[src/rtl/mac_seq_ctrl.sv]
// Sequencer for one row of cascaded MAC columns: streams key then query vectors
// from the activation SRAM into column 0 and counts psum writes from the last column.
module mac_seq_ctrl #(
  parameter int col      = 8,
  parameter int load_cyc = col + 2,
  parameter int addr_bw  = 7,
  parameter int key_base = 0,
  parameter int q_base   = 16,
  parameter int nq_bw    = 6
) (
  input  logic               clk,
  input  logic               reset,
  input  logic               start,
  input  logic [nq_bw-1:0]   num_q,
  input  logic               ofifo_full,
  input  logic               col_wr,
  output logic               mem_cen,
  output logic [addr_bw-1:0] mem_addr,
  output logic [1:0]         inst,
  output logic               busy,
  output logic               done
);

  localparam int KC_BW = $clog2(load_cyc + 1);

  typedef enum logic [2:0] {
    S_IDLE, S_LOAD, S_GAP, S_EXEC, S_DRAIN, S_DONE
  } state_t;

  state_t             state, state_nx;
  logic               rd_p0, rd_nx;
  logic [addr_bw-1:0] addr_p0, addr_nx;
  logic [1:0]         inst_p1;
  logic [KC_BW-1:0]   kcnt, kcnt_nx;
  logic [nq_bw-1:0]   qcnt, qcnt_nx;
  logic [nq_bw-1:0]   nq, nq_nx;
  logic [nq_bw:0]     wcnt, wcnt_nx;

  // Address sums wrap modulo 2^addr_bw by truncation.
  function automatic logic [addr_bw-1:0] addr_at(input int base, input int ofs);
    logic [31:0] s;
    s = base + ofs;
    return s[addr_bw-1:0];
  endfunction

  function automatic logic [nq_bw:0] sat_inc(input logic [nq_bw:0] v, input logic en);
    return (en && (v != '1)) ? v + 1'b1 : v;
  endfunction

  always_comb begin
    state_nx = state;
    rd_nx    = 1'b0;
    addr_nx  = addr_p0;
    kcnt_nx  = kcnt;
    qcnt_nx  = qcnt;
    nq_nx    = nq;
    wcnt_nx  = sat_inc(wcnt, col_wr && (state != S_IDLE));
    case (state)
      S_IDLE: begin
        if (start) begin
          state_nx = S_LOAD;
          rd_nx    = 1'b1;
          addr_nx  = addr_at(key_base, 0);
          kcnt_nx  = '0;
          qcnt_nx  = '0;
          nq_nx    = num_q;
          wcnt_nx  = '0;
        end
      end
      S_LOAD: begin
        if (kcnt == KC_BW'(load_cyc - 1)) begin
          state_nx = S_GAP;
        end else begin
          rd_nx   = 1'b1;
          kcnt_nx = kcnt + 1'b1;
          addr_nx = addr_at(key_base, int'(kcnt) + 1);
        end
      end
      // qcnt counts query reads already issued; a full FIFO holds address and count.
      S_GAP, S_EXEC: begin
        if (qcnt == nq) begin
          state_nx = S_DRAIN;
        end else begin
          state_nx = S_EXEC;
          if (!ofifo_full) begin
            rd_nx   = 1'b1;
            addr_nx = addr_at(q_base, int'(qcnt));
            qcnt_nx = qcnt + 1'b1;
          end
        end
      end
      S_DRAIN: begin
        if (wcnt == {1'b0, nq}) state_nx = S_DONE;
      end
      S_DONE:  state_nx = S_IDLE;
      default: state_nx = S_IDLE;
    endcase
  end

  // p0: read issued this cycle; p1: its instruction, aligned with SRAM data.
  always_ff @(posedge clk) begin
    if (!reset) begin
      state   <= S_IDLE;
      rd_p0   <= 1'b0;
      addr_p0 <= '0;
      inst_p1 <= 2'b00;
      kcnt    <= '0;
      qcnt    <= '0;
      wcnt    <= '0;
    end else begin
      state   <= state_nx;
      rd_p0   <= rd_nx;
      addr_p0 <= addr_nx;
      inst_p1 <= rd_p0 ? ((state == S_EXEC) ? 2'b10 : 2'b01) : 2'b00;
      kcnt    <= kcnt_nx;
      qcnt    <= qcnt_nx;
      wcnt    <= wcnt_nx;
    end
  end

  always_ff @(posedge clk) begin
    nq <= nq_nx;
  end

  assign mem_cen  = ~rd_p0;
  assign mem_addr = addr_p0;
  assign inst     = inst_p1;
  assign busy     = (state != S_IDLE);
  assign done     = (state == S_DONE);

endmodule

[config.mk]
export PLATFORM = sky130hd
export DESIGN_NAME = mac_seq_ctrl
export DESIGN_NICKNAME = d
export VERILOG_FILES = /design/src/rtl/mac_seq_ctrl.sv
export SDC_FILE = /design/constraint.sdc
export NUM_CORES = 1
export LEC_CHECK = 0
export BUFFER_PORTS_ARGS = -buffer_cell sky130_fd_sc_hd__buf_4
export CAP_MARGIN = 20
export CORE_AREA = 10 10 74 82
export DETAILED_ROUTE_END_ITERATION = 6
export DIE_AREA = 0 0 84 92
export GPL_TIMING_DRIVEN = 1
export REMOVE_ABC_BUFFERS = 1
export SLEW_MARGIN = 20
export SYNTH_ARGS = -nofsm -noshare
export SYNTH_HDL_FRONTEND = slang
export SYNTH_SLANG_ARGS = --single-unit
[constraint.sdc]
create_clock -name clk -period 2.1 [get_ports clk]
set_input_delay 0.21 -clock clk [delete_from_list [all_inputs] [get_ports clk]]
set_output_delay 0.21 -clock clk [all_outputs]
set_load 0.1 [all_outputs]
Word level (Yosys, flattened, before mapping)
Index checks and enable logic that the tools add are counted.
{"block": "word_totals", "rom_bits": 0, "ramBits": 0, "out_inout_bits": 12, "n_memories": 0, "latch_bits": 0, "ff_bits": 36, "word_cells": 69, "input_bits": 11}
{"block": "classes", "mul": 0, "eq_ne": 15, "bitwise_logic": 1, "mux": 26, "n_lt_le_gt_ge": 0, "reduce_logical": 14, "shift": 0, "div": 0, "add_sub_neg": 5}
{"cell": "7-bit 2-to-1 mux", "count": 7}
{"cell": "7-bit one-hot mux with 3 select lines", "count": 1}
{"cell": "6-bit 2-to-1 mux", "count": 3}
{"cell": "3-bit 2-to-1 mux", "count": 4}
{"cell": "2-bit != test, second input constant", "count": 6}
{"cell": "3-bit one-hot mux with 4 select lines", "count": 1}
{"cell": "6-bit one-hot mux with 2 select lines", "count": 1}
{"cell": "4-bit 2-to-1 mux", "count": 2}
{"cell": "4-bit one-hot mux with 2 select lines", "count": 1}
{"cell": "5-bit by 6-bit adder with 7-bit output, first input constant", "count": 1}
{"cell": "7-bit by 1-bit adder with 7-bit output, second input constant", "count": 1}
{"cell": "7-bit by 6-bit equality test with 1-bit output", "count": 1}
{"cell": "7-bit != test, second input constant", "count": 1}
{"cell": "6-bit by 1-bit adder with 6-bit output, second input constant", "count": 1}
{"cell": "3-bit by 2-bit equality test with 1-bit output, second input constant", "count": 2}
{"cell": "3-bit equality test, second input constant", "count": 2}
{"cell": "6-bit equality test", "count": 1}
{"cell": "3-bit AND reduction", "count": 2}
{"cell": "3-bit nonzero test", "count": 2}
{"cell": "4-bit by 1-bit adder with 5-bit output, second input constant", "count": 1}
{"cell": "5-bit AND reduction", "count": 1}
{"cell": "4-bit by 1-bit adder with 4-bit output, second input constant", "count": 1}
{"cell": "4-bit equality test, second input constant", "count": 1}
{"cell": "1-bit 2-to-1 mux", "count": 4}
{"cell": "other kinds (10)", "count": 13}

Longest topological paths before layout
Gate-level depths: netlist of run 1.
{"block": "logic_depth", "depth_word": 6, "ltp_mapped": 8, "mapped_depth_nobuf": 7}

Worst setup path after synthesis of run 1
No wires, ideal clock.
{"block": "synth_timing", "path_type": "flip-flop to flip-flop", "start": "register state[2]", "end": "register wcnt[6]", "synth_period_minus_slack_ps": 1832, "stages_incl_launch_ff": 5, "setup_time_ps": 121, "slack_ps": 268, "arrival_time_ps": 1711, "t_required_ps": 1979, "path_buffers": 1, "cell_sequence": "dfxtp_1 -> clkbuf_1 -> or3_1 -> a41oi_1 -> nor2_1"}
{"block": "synth_via", "elab_chain_cells": 6}
{"item": "from (decl)", "line": "30", "text": "state_t state, state_nx;"}
{"item": "from (signal assigned)", "line": "111", "text": "state <= state_nx;"}
{"item": "3-bit nonzero test *"}
{"item": "via busy", "line": "20", "text": "output logic busy,"}
{"item": "1-bit logical AND *", "line": "57", "text": "wcnt_nx = sat_inc(wcnt, col_wr && (state != S_IDLE));"}
{"item": "1-bit logical AND *", "line": "47", "text": "return (en && (v != '1)) ? v + 1'b1 : v;"}
{"item": "7-bit 2-to-1 mux *", "line": "47"}
{"item": "7-bit 2-to-1 mux", "line": "60", "text": "if (start) begin"}
{"item": "7-bit 2-to-1 mux *", "line": "58", "text": "case (state)"}
{"item": "to (signal assigned)", "line": "117", "text": "wcnt <= wcnt_nx;"}
{"item": "to (decl)", "line": "37", "text": "logic [nq_bw:0] wcnt, wcnt_nx;"}
The timed path passes the listed nets; every way through them passes the cells marked *.
A chain may end at the register's enable or synchronous reset.

Worst setup path in the final report of run 1
{"block": "layout_timing", "start": "register kcnt[1]", "end": "register addr_p0[0] (netlist: mem_addr[0])"}
{"block": "layout_via", "elab_chain_cells": 3}
{"item": "from (decl)", "line": "34", "text": "logic [KC_BW-1:0] kcnt, kcnt_nx;"}
{"item": "from (signal assigned)", "line": "115", "text": "kcnt <= kcnt_nx;"}
{"item": "4-bit equality test", "line": "71", "text": "if (kcnt == KC_BW'(load_cyc - 1)) begin"}
{"item": "2-bit != test (no source line)"}
{"item": "5-bit AND reduction (no source line)"}
{"item": "to (signal assigned)", "line": "113", "text": "addr_p0 <= addr_nx;"}
{"item": "to (decl)", "line": "32", "text": "logic [addr_bw-1:0] addr_p0, addr_nx;"}
No other way between the ends.

==> impl_metrics.json, run 1 <==
{
  "status": "finished clean",
  "hp-start": "num_q[2]",
  "grt_max_degree": 17,
  "synth.area.top_cells": "dfxtp_1 33%, edfxtp_1 9.9%, xnor2_1 5.3%",
  "fin_skew_ns": 0.00706,
  "final_cells": 279,
  "wl_microns": 4000,
  "drt_iter0_markers": 91,
  "cp_top_family": "compound AO/OA/AOI/OAI gates",
  "r2r-end": "mem_addr[0]$_SDFFE_PN0P_",
  "path_clk_slew_ns": 0.07,
  "firstDrtPassIters": 4,
  "setup_tns_ns": 0,
  "power.leakage_nw": 0.843,
  "route.met2.wl_microns": 1840,
  "grt.overflow.total": 0,
  "final_cell_mix": "30 x dfxtp_1, 29 x buf_4, 18 x nand2_1",
  "portBuffers": 22,
  "antenna_found_initial": 0,
  "yosys.area_share.simple_pct": 23.4,
  "start_kind": "flip-flop",
  "clk_path_buf_depth": 2,
  "holdPathStages": 1,
  "path_cells": "inv_1 > ha_1 > and3b_1 > a211oi_1 > o21a_1 > o211ai_1 > o211a_1",
  "total_power_mw": 1.41,
  "antenna-diode-count": 0,
  "synth_enable_flop_cells": 6,
  "avgRoutedWirePerCell_microns": 14.3,
  "drcViolationCount": 0,
  "syn_inst": 195,
  "drive_gt1_share_pct": 17.9,
  "syn-cell-area_sq_um": 1820,
  "cpMaxStageDelayCell": "dfxtp_1",
  "synth_cell_types": 51,
  "numCtsBuffers": 5,
  "top_layer": "met4",
  "area_delta_synth_final_pct": 18.0,
  "cap_viol_max_count": 0,
  "slew_headroom_pct": 62.9,
  "yosys.area.top_type_share_pct": 33.1,
  "yosys.area.top_type": "dfxtp_1",
  "holdWs_ns": 0.0986,
  "cts_hold_buffers": 0,
  "worst_path_largest_cell_delay_ns": 0.38,
  "numClockSinks": 36,
  "synth_fa_ha_area_share_pct": 3.44,
  "hold_path_class": "in -> reg",
  "core_area_sq_um": 4490,
  "fin_crit_ns": 1.82,
  "synth_warnings": 0,
  "crit_path_max_fanout": 7,
  "ant_nets": 0,
  "synth_compound_area_share_pct": 16.9,
  "root_buffer": "clkbuf_8",
  "finalHoldViolCount": 0,
  "finalSetupViolations": 0,
  "worst_slack_ns": 0.284,
  "viasPerCell": 5.29,
  "final_common_cell": "dfxtp_1",
  "yosysSeqAreaShare_pct": 43.0,
  "muxShareOfSynthArea_pct": 0.551,
  "num_vias": 1475,
  "synth_top_family_by_area": "simple AND/OR/NAND/NOR gates",
  "rows": 26,
  "nNetsFinal": 238,
  "dpl.cell_count": 271,
  "crit_type": "reg -> reg",
  "drt-met1-wl_microns": 1910,
  "reg2reg_from": "kcnt[1]$_SDFFE_PN0P_",
  "rsz0062_at_grt": "no",
  "dp_hpwl_microns": 3040,
  "cts_setup_buffers": 0,
  "dieWidth_microns": 84,
  "htree_levels": 2,
  "ff_latch_area_sq_um": 781,
  "start_util_pct": 40.5,
  "wl_met3_microns": 167,
  "ioPinCount": 23,
  "grt_pass1_vias": 1416,
  "vdd_drop_max_uv": 357,
  "required_ns": 2.29,
  "die_area_sq_um": 7730,
  "timing.final.crit_share_pct": 86.5,
  "arrival_ns": 2.00,
  "critPathBufInv": 1,
  "gp_congestion": 0.813,
  "p_per_area_nw_per_um2": 655,
  "worst_pin_slew_ns": 0.553,
  "fillers": 449,
  "cts_tree": "built",
  "die_h_microns": 92,
  "cp-end-kind": "flip-flop",
  "dp_slack_ns": 0.317,
  "reg2reg_slack_ns": 0.28,
  "cts_resized": 0,
  "synth_xor_area_share_pct": 9.64,
  "insertion_delay_ns": 0.29,
  "min_to": "nq[2]$_DFFE_PN_",
  "reg2reg_depth": 7,
  "grt_pass1_wl_microns": 6940,
  "synth.avg_cell_area_sq_um": 9.32,
  "multi_input_area_sq_um": 981,
  "fmax_mhz": 551,
  "maxSlewViolCount": 0,
  "grt_util_all_layers_pct": 10.8,
  "async_flop_share_pct": 0,
  "synth_flop_cell": "dfxtp_1",
  "yosys_register_bits": 36
}
==> metrics by stage <==
step	util [%]	cell area [sq um]
2_1_floorplan	-	1780
3_3_place_gp	46.0	2060
3_5_place_dp	46.0	2060
4_1_cts	47.8	2140
5_1_grt	47.8	2140
6_report	47.8	2140
==> sequential cells by signal, indices dropped and copies added (netlist names) <==
register and flops:
wcnt 7, nq 6, rd_p0 1, state 3
kcnt 4, qcnt 6, inst 2, mem_addr 7
==> per-layer routing <==
metal	up-vias	global-route usage, %
li1	756	-
met1	688	13.8
met2	25	16.2
met3	6	3.10
met4	0	5.17
met5	-	0
==> cells by family after synthesis <==
family | after synthesis
multiplexers | 1
AO/OA/AOI/OAI | 43
buffers and inverters | 13
adder cells (fa/ha/maj) | 5
XOR/XNOR | 20
AND/OR/NAND/NOR | 77
flip-flops | 36
==> final cells by class <==
cell class,instances,share of cell area [%]
Clock buffer,7,3.56
Clock inverter,1,0.175
Inverter,4,0.700
Multi-Input combinational cell,146,45.7
Sequential cell,36,36.4
Tap cell,56,3.27
Timing Repair Buffer,29,10.2
==> power breakdown <==
part / leakage, nW / total (mW) / switching, mW / internal (mW)
Sequential: 0.301 / 0.738 / 0.0168 / 0.721
Clock: 0.0399 / 0.473 / 0.242 / 0.231
Combinational: 0.503 / 0.194 / 0.127 / 0.0669
Total: 0.843 / 1.41 / 0.386 / 1.02
==> worst max path at each step <==
stage | startpoint | end | depth (start not counted)
after floorplan | state[2]$_SDFFE_PN0P_ | kcnt[2]$_SDFFE_PN0P_ | 4
after global placement | kcnt[1]$_SDFFE_PN0P_ | mem_addr[1]$_SDFFE_PN0P_ | 7
after detailed placement | kcnt[1]$_SDFFE_PN0P_ | mem_addr[4]$_SDFFE_PN0P_ | 8
after CTS | kcnt[1]$_SDFFE_PN0P_ | mem_addr[4]$_SDFFE_PN0P_ | 8
after global routing | kcnt[1]$_SDFFE_PN0P_ | mem_addr[0]$_SDFFE_PN0P_ | 7
final | kcnt[1]$_SDFFE_PN0P_ | mem_addr[0]$_SDFFE_PN0P_ | 7
==> Yosys cell counts (2+ instances only) <==
cell       n
dfxtp_1   30
nor2b_1    5
nand2b_1   3
o211ai_1   4
xnor2_1   11
nor2_1    14
inv_1      4
nor3_1     6
and3_1     2
nand3_1    9
nor4b_1    2
buf_2      5
ha_1       5
nand4_1    3
edfxtp_1   6
o211a_1    4
o21ai_0    7
o31ai_1    2
or3b_1     2
o21a_1     3
xor2_1     9
clkbuf_1   4
a21oi_1    9
nand2_1   18
or4_1      2
(Power assumes the default switching activity.)
==> run 2, diff against run 1 <==
--- a/config.mk
+++ b/config.mk
@@ -11,7 +11,6 @@
 export DETAILED_ROUTE_END_ITERATION = 6
 export DIE_AREA = 0 0 84 92
 export GPL_TIMING_DRIVEN = 1
-export REMOVE_ABC_BUFFERS = 1
 export SLEW_MARGIN = 20
 export SYNTH_ARGS = -nofsm -noshare
 export SYNTH_HDL_FRONTEND = slang
==> run 2 against run 1 <==
Effect of this change: fmax is 0.97% lower; sequential share of layout area about the same; cell count fell by 0.36%; power rose by 2.7%; worst hold slack got worse by 0.0039 ns; count of clock-buffer cells in the layout is 1 higher; critical endpoint is now kcnt[2]$_SDFFE_PN0P_; largest power group unchanged.
==> impl_metrics.json, run 2 (synthesis results as in run 1) <==
{
  "cp_top_family": "simple AND/OR/NAND/NOR gates",
  "nNetsFinal": 237,
  "arrival_ns": 2.05,
  "cap_viol_max_count": 0,
  "antenna_found_initial": 0,
  "crit_path_max_fanout": 12,
  "vdd_drop_max_uv": 331,
  "portBuffers": 22,
  "die_h_microns": 92,
  "clk_path_buf_depth": 2,
  "path_cells": "or3b_1 > o21ba_2 > or4_1 > a21boi_1",
  "grt_pass1_vias": 1468,
  "drt_iter0_markers": 73,
  "grt_util_all_layers_pct": 10.9,
  "start_util_pct": 40.5,
  "drive_gt1_share_pct": 18.0,
  "cts_hold_buffers": 0,
  "grt_pass1_wl_microns": 6960,
  "required_ns": 2.32,
  "dpl_cell_area_sq_um": 2060,
  "slew_headroom_pct": 63.0,
  "fmax_mhz": 545,
  "status": "finished clean",
  "numClockSinks": 36,
  "final_cell_mix": "30 x dfxtp_1, 28 x buf_4, 18 x nand2_1",
  "htree_levels": 2,
  "finalHoldViolCount": 0,
  "numCtsBuffers": 5,
  "root_buffer": "clkbuf_8",
  "cpMaxStageDelayCell": "dfxtp_1",
  "rows": 26,
  "power.leakage_nw": 0.844,
  "start_kind": "flip-flop",
  "fin_area_sq_um": 2150,
  "viasPerCell": 5.30,
  "core_area_sq_um": 4490,
  "holdPathStages": 1,
  "dp_hpwl_microns": 3020,
  "insertion_delay_ns": 0.29,
  "num_vias": 1473,
  "cts_tree": "built",
  "holdWs_ns": 0.0947,
  "worst_path_largest_cell_delay_ns": 0.55,
  "finalSetupViolations": 0,
  "worst_pin_slew_ns": 0.551,
  "fin_skew_ns": 0.00346,
  "worst_slack_ns": 0.266,
  "area_delta_synth_final_pct": 18.2,
  "reg2reg_slack_ns": 0.27,
  "reg2reg_from": "state[0]$_SDFFE_PN0P_",
  "grt_max_degree": 28,
  "hold_path_class": "in -> reg",
  "timing.final.crit_share_pct": 87.3,
  "r2r-end": "kcnt[2]$_SDFFE_PN0P_",
  "cts_setup_buffers": 0,
  "drcViolationCount": 0,
  "path_clk_slew_ns": 0.07,
  "maxSlewViolCount": 0,
  "min_to": "nq[2]$_DFFE_PN_",
  "gp_congestion": 0.750,
  "fin_crit_ns": 1.83,
  "cts_resized": 0,
  "grt.overflow.total": 0,
  "final_common_cell": "dfxtp_1",
  "hp-start": "num_q[2]",
  "firstDrtPassIters": 4,
  "dieWidth_microns": 84,
  "postLayoutCoreUtil_pct": 47.8,
  "die_area_sq_um": 7730,
  "reg2reg_depth": 4,
  "setup_tns_ns": 0,
  "ant_nets": 0,
  "p_per_area_nw_per_um2": 672,
  "dp_slack_ns": 0.290,
  "avgRoutedWirePerCell_microns": 14.7,
  "syn_nets": 211,
  "rsz0062_at_grt": "no",
  "ioPinCount": 23,
  "critPathBufInv": 0,
  "wl_microns": 4090,
  "cp-end-kind": "flip-flop",
  "crit_type": "reg -> reg",
  "antenna-diode-count": 0
}
run 2: changes by cell type in the layout (fill, tap and decap cells not counted), sizes merged:
cell    previous run  this run
clkinv             1         0
clkbuf             7         8
buf               29        28
run 2: routing by layer:
metal	global-route usage (%)	up-vias	part of all wire, %
met1	14.2	685	50
li1	-	755	-
met3	3.19	7	4.1
met2	16.6	26	43
met5	0	-	0
met4	4.33	0	2.0
run 2: through the flow:
stage | instances | power, mW
after floorplan | 195 | 0.891
after global placement | 270 | 0.946
after detailed placement | 270 | 0.947
after CTS | 278 | 1.45
after global routing | 278 | 1.50
final | 278 | 1.44
run 2: area by class of cell:
type | instances | area [sq um]
Sequential cell | 36 | 781
Inverter | 4 | 15.0
Fill cell | 478 | 2340
Clock buffer | 8 | 90.1
Timing Repair Buffer | 28 | 210
Tap cell | 56 | 70.1
Multi-Input combinational cell | 146 | 981
run 2: worst max-delay path by stage:
stage / cells after the start / end / start / slack (ns)
2_1_floorplan: 4 / wcnt[6]$_SDFF_PN0_ / state[2]$_SDFFE_PN0P_ / 0.27
3_3_place_gp: 8 / mem_addr[4]$_SDFFE_PN0P_ / kcnt[1]$_SDFFE_PN0P_ / 0.30
3_5_place_dp: 4 / kcnt[2]$_SDFFE_PN0P_ / state[0]$_SDFFE_PN0P_ / 0.29
4_1_cts: 4 / kcnt[2]$_SDFFE_PN0P_ / state[0]$_SDFFE_PN0P_ / 0.28
5_1_grt: 8 / mem_addr[6]$_SDFFE_PN0P_ / kcnt[1]$_SDFFE_PN0P_ / 0.10
6_report: 4 / kcnt[2]$_SDFFE_PN0P_ / state[0]$_SDFFE_PN0P_ / 0.27
run 2: report_power, final:
group	switching, mW	total (mW)	internal (mW)
combinational	0.126	0.190	0.0641
clock	0.246	0.513	0.268
sequential	0.0187	0.739	0.721
==> run 3, diff against run 2 <==
--- a/config.mk
+++ b/config.mk
@@ -7,10 +7,13 @@
 export LEC_CHECK = 0
 export BUFFER_PORTS_ARGS = -buffer_cell sky130_fd_sc_hd__buf_4
 export CAP_MARGIN = 20
-export CORE_AREA = 10 10 74 82
+export CELL_PAD_IN_SITES_DETAIL_PLACEMENT = 2
+export CELL_PAD_IN_SITES_GLOBAL_PLACEMENT = 2
+export CORE_AREA = 2 2 64 91
 export DETAILED_ROUTE_END_ITERATION = 6
-export DIE_AREA = 0 0 84 92
+export DIE_AREA = 0 0 66 93
 export GPL_TIMING_DRIVEN = 1
+export PLACE_DENSITY_LB_ADDON = 0.1
 export SLEW_MARGIN = 20
 export SYNTH_ARGS = -nofsm -noshare
 export SYNTH_HDL_FRONTEND = slang
==> run 3 against run 2 <==
Effect of this change: core utilization is 7.3 points lower; final area is 1.2% higher; worst setup slack worse by 0.10 ns; highest routed layer unchanged; worst hold slack hardly changed.
==> impl_metrics.json, run 3 (synthesis results as in run 1) <==
{
  "status": "finished clean",
  "fmax_mhz": 517,
  "clk_path_buf_depth": 2,
  "antenna_found_initial": 0,
  "area_delta_synth_final_pct": 19.6,
  "vdd_drop_max_uv": 299,
  "finalSetupViolations": 0,
  "drt-met1-wl_microns": 2270,
  "fillers": 617,
  "drcViolationCount": 0,
  "start_util_pct": 33.9,
  "final_cell_mix": "30 x dfxtp_1, 27 x buf_4, 18 x nand2_1",
  "arrival_ns": 2.15,
  "dieWidth_microns": 66,
  "worst_pin_slew_ns": 0.512,
  "top_layer": "met4",
  "wl_met3_microns": 125,
  "cpMaxStageDelayCell": "dfxtp_1",
  "drt_iter0_markers": 87,
  "cts_tree": "built",
  "p_per_area_nw_per_um2": 707,
  "power.leakage_nw": 0.846,
  "hold_path_class": "in -> reg",
  "ant_nets": 0,
  "antenna-diode-count": 0,
  "wl_microns": 5000,
  "firstDrtPassIters": 4,
  "rows": 32,
  "viasPerCell": 5.45,
  "syn_nets": 211,
  "grt_max_degree": 28,
  "die_h_microns": 93,
  "worst_slack_ns": 0.164,
  "insertion_delay_ns": 0.29,
  "slew_headroom_pct": 65.8,
  "num_vias": 1575,
  "path_cells": "or3b_1 > o21ba_2 > or4_1 > a21boi_1",
  "ioPinCount": 23,
  "numCtsBuffers": 5,
  "path_clk_slew_ns": 0.08,
  "cap_viol_max_count": 0,
  "grt.overflow.total": 0,
  "fin_skew_ns": 0.00675,
  "cp-end-kind": "flip-flop",
  "start_kind": "flip-flop",
  "finalHoldViolCount": 0,
  "die_area_sq_um": 6140,
  "maxSlewViolCount": 0,
  "avgRoutedWirePerCell_microns": 17.3,
  "crit_type": "reg -> reg",
  "nNetsFinal": 236,
  "root_buffer": "clkbuf_8",
  "reg2reg_from": "state[0]$_SDFFE_PN0P_",
  "route.met2.wl_microns": 2540,
  "htree_levels": 2,
  "dp_slack_ns": 0.141,
  "gp_congestion": 0.754,
  "numClockSinks": 36,
  "timing.final.crit_share_pct": 92.2,
  "fin_crit_ns": 1.94,
  "drive_gt1_share_pct": 18.1,
  "grt_pass1_wl_microns": 8630,
  "grt_pass1_vias": 1676,
  "crit_start": "state[0]$_SDFFE_PN0P_",
  "portBuffers": 22,
  "required_ns": 2.31,
  "final_common_cell": "dfxtp_1",
  "reg2reg_slack_ns": 0.16,
  "core_area_sq_um": 5370,
  "grt_util_all_layers_pct": 18.4,
  "reg2reg_depth": 4,
  "worst_path_largest_cell_delay_ns": 0.55,
  "crit_path_max_fanout": 12,
  "crit_end": "kcnt[2]$_SDFFE_PN0P_",
  "dp_hpwl_microns": 3900,
  "rsz0062_at_grt": "no",
  "r2r-end": "kcnt[2]$_SDFFE_PN0P_",
  "setup_tns_ns": 0
}
run 3: routing by layer:
metal  vias up  track usage [%]
li1        749                -
met1       797             23.3
met2        23             31.6
met3         6             3.49
met4         0             5.10
met5         -                0
run 3: worst min path at each step:
stage,slack (ns),startpoint,endpoint,cells after the start
2_1_floorplan,0.31,num_q[0],nq[0]$_DFFE_PN_,0
3_3_place_gp,0.39,num_q[2],nq[2]$_DFFE_PN_,1
3_5_place_dp,0.39,num_q[5],nq[5]$_DFFE_PN_,1
4_1_cts,0.08,num_q[3],nq[3]$_DFFE_PN_,1
5_1_grt,0.08,num_q[3],nq[3]$_DFFE_PN_,1
6_report,0.09,num_q[5],nq[5]$_DFFE_PN_,1
run 3: final cells by class:
cell class                 count  area, sq um  area share [%]
multi-input combinational    146          982            45.2
clock buffer                   5         68.8            3.17
timing repair buffer          27          203            9.33
inverter                       4         15.0           0.691
sequential                    36          781            35.9
clock inverter                 3         37.5            1.73
tap                           68         85.1            3.92
run 3: metrics by stage:
stage,util (%),instances,power [mW],cell area [sq um],hold slack (ns)
4_1_cts,40.5,289,1.56,2170,0.0823
2_1_floorplan,-,195,0.891,1820,0.309
5_1_grt,40.5,289,1.61,2170,0.0826
6_report,40.5,289,1.54,2170,0.0946
3_3_place_gp,38.5,281,0.951,2060,0.389
3_5_place_dp,38.5,281,0.955,2060,0.390
run 3: worst max-delay path, delay by kind of cell, from the launching register on:
| family | cells | cell delay (ns) |
|---|---|---|
| and+or+nand+nor | 2 | 0.85 |
| DFF | 1 | 0.55 |
| AOI/OAI and AO/OA | 2 | 0.45 |
run 3: timing repair:
item | 4_1_cts | 5_1_grt
endpoints found under the hold margin | 0 | 0
buffers inserted | 0 | 0
setup endpoints to repair | 0 | 6
gates resized for setup | 0 | 1
hold buffers | 0 | 0
run 3: where the power goes:
group,switching [mW],internal [mW]
combinational,0.131,0.0661
sequential,0.0193,0.721
clock,0.253,0.346
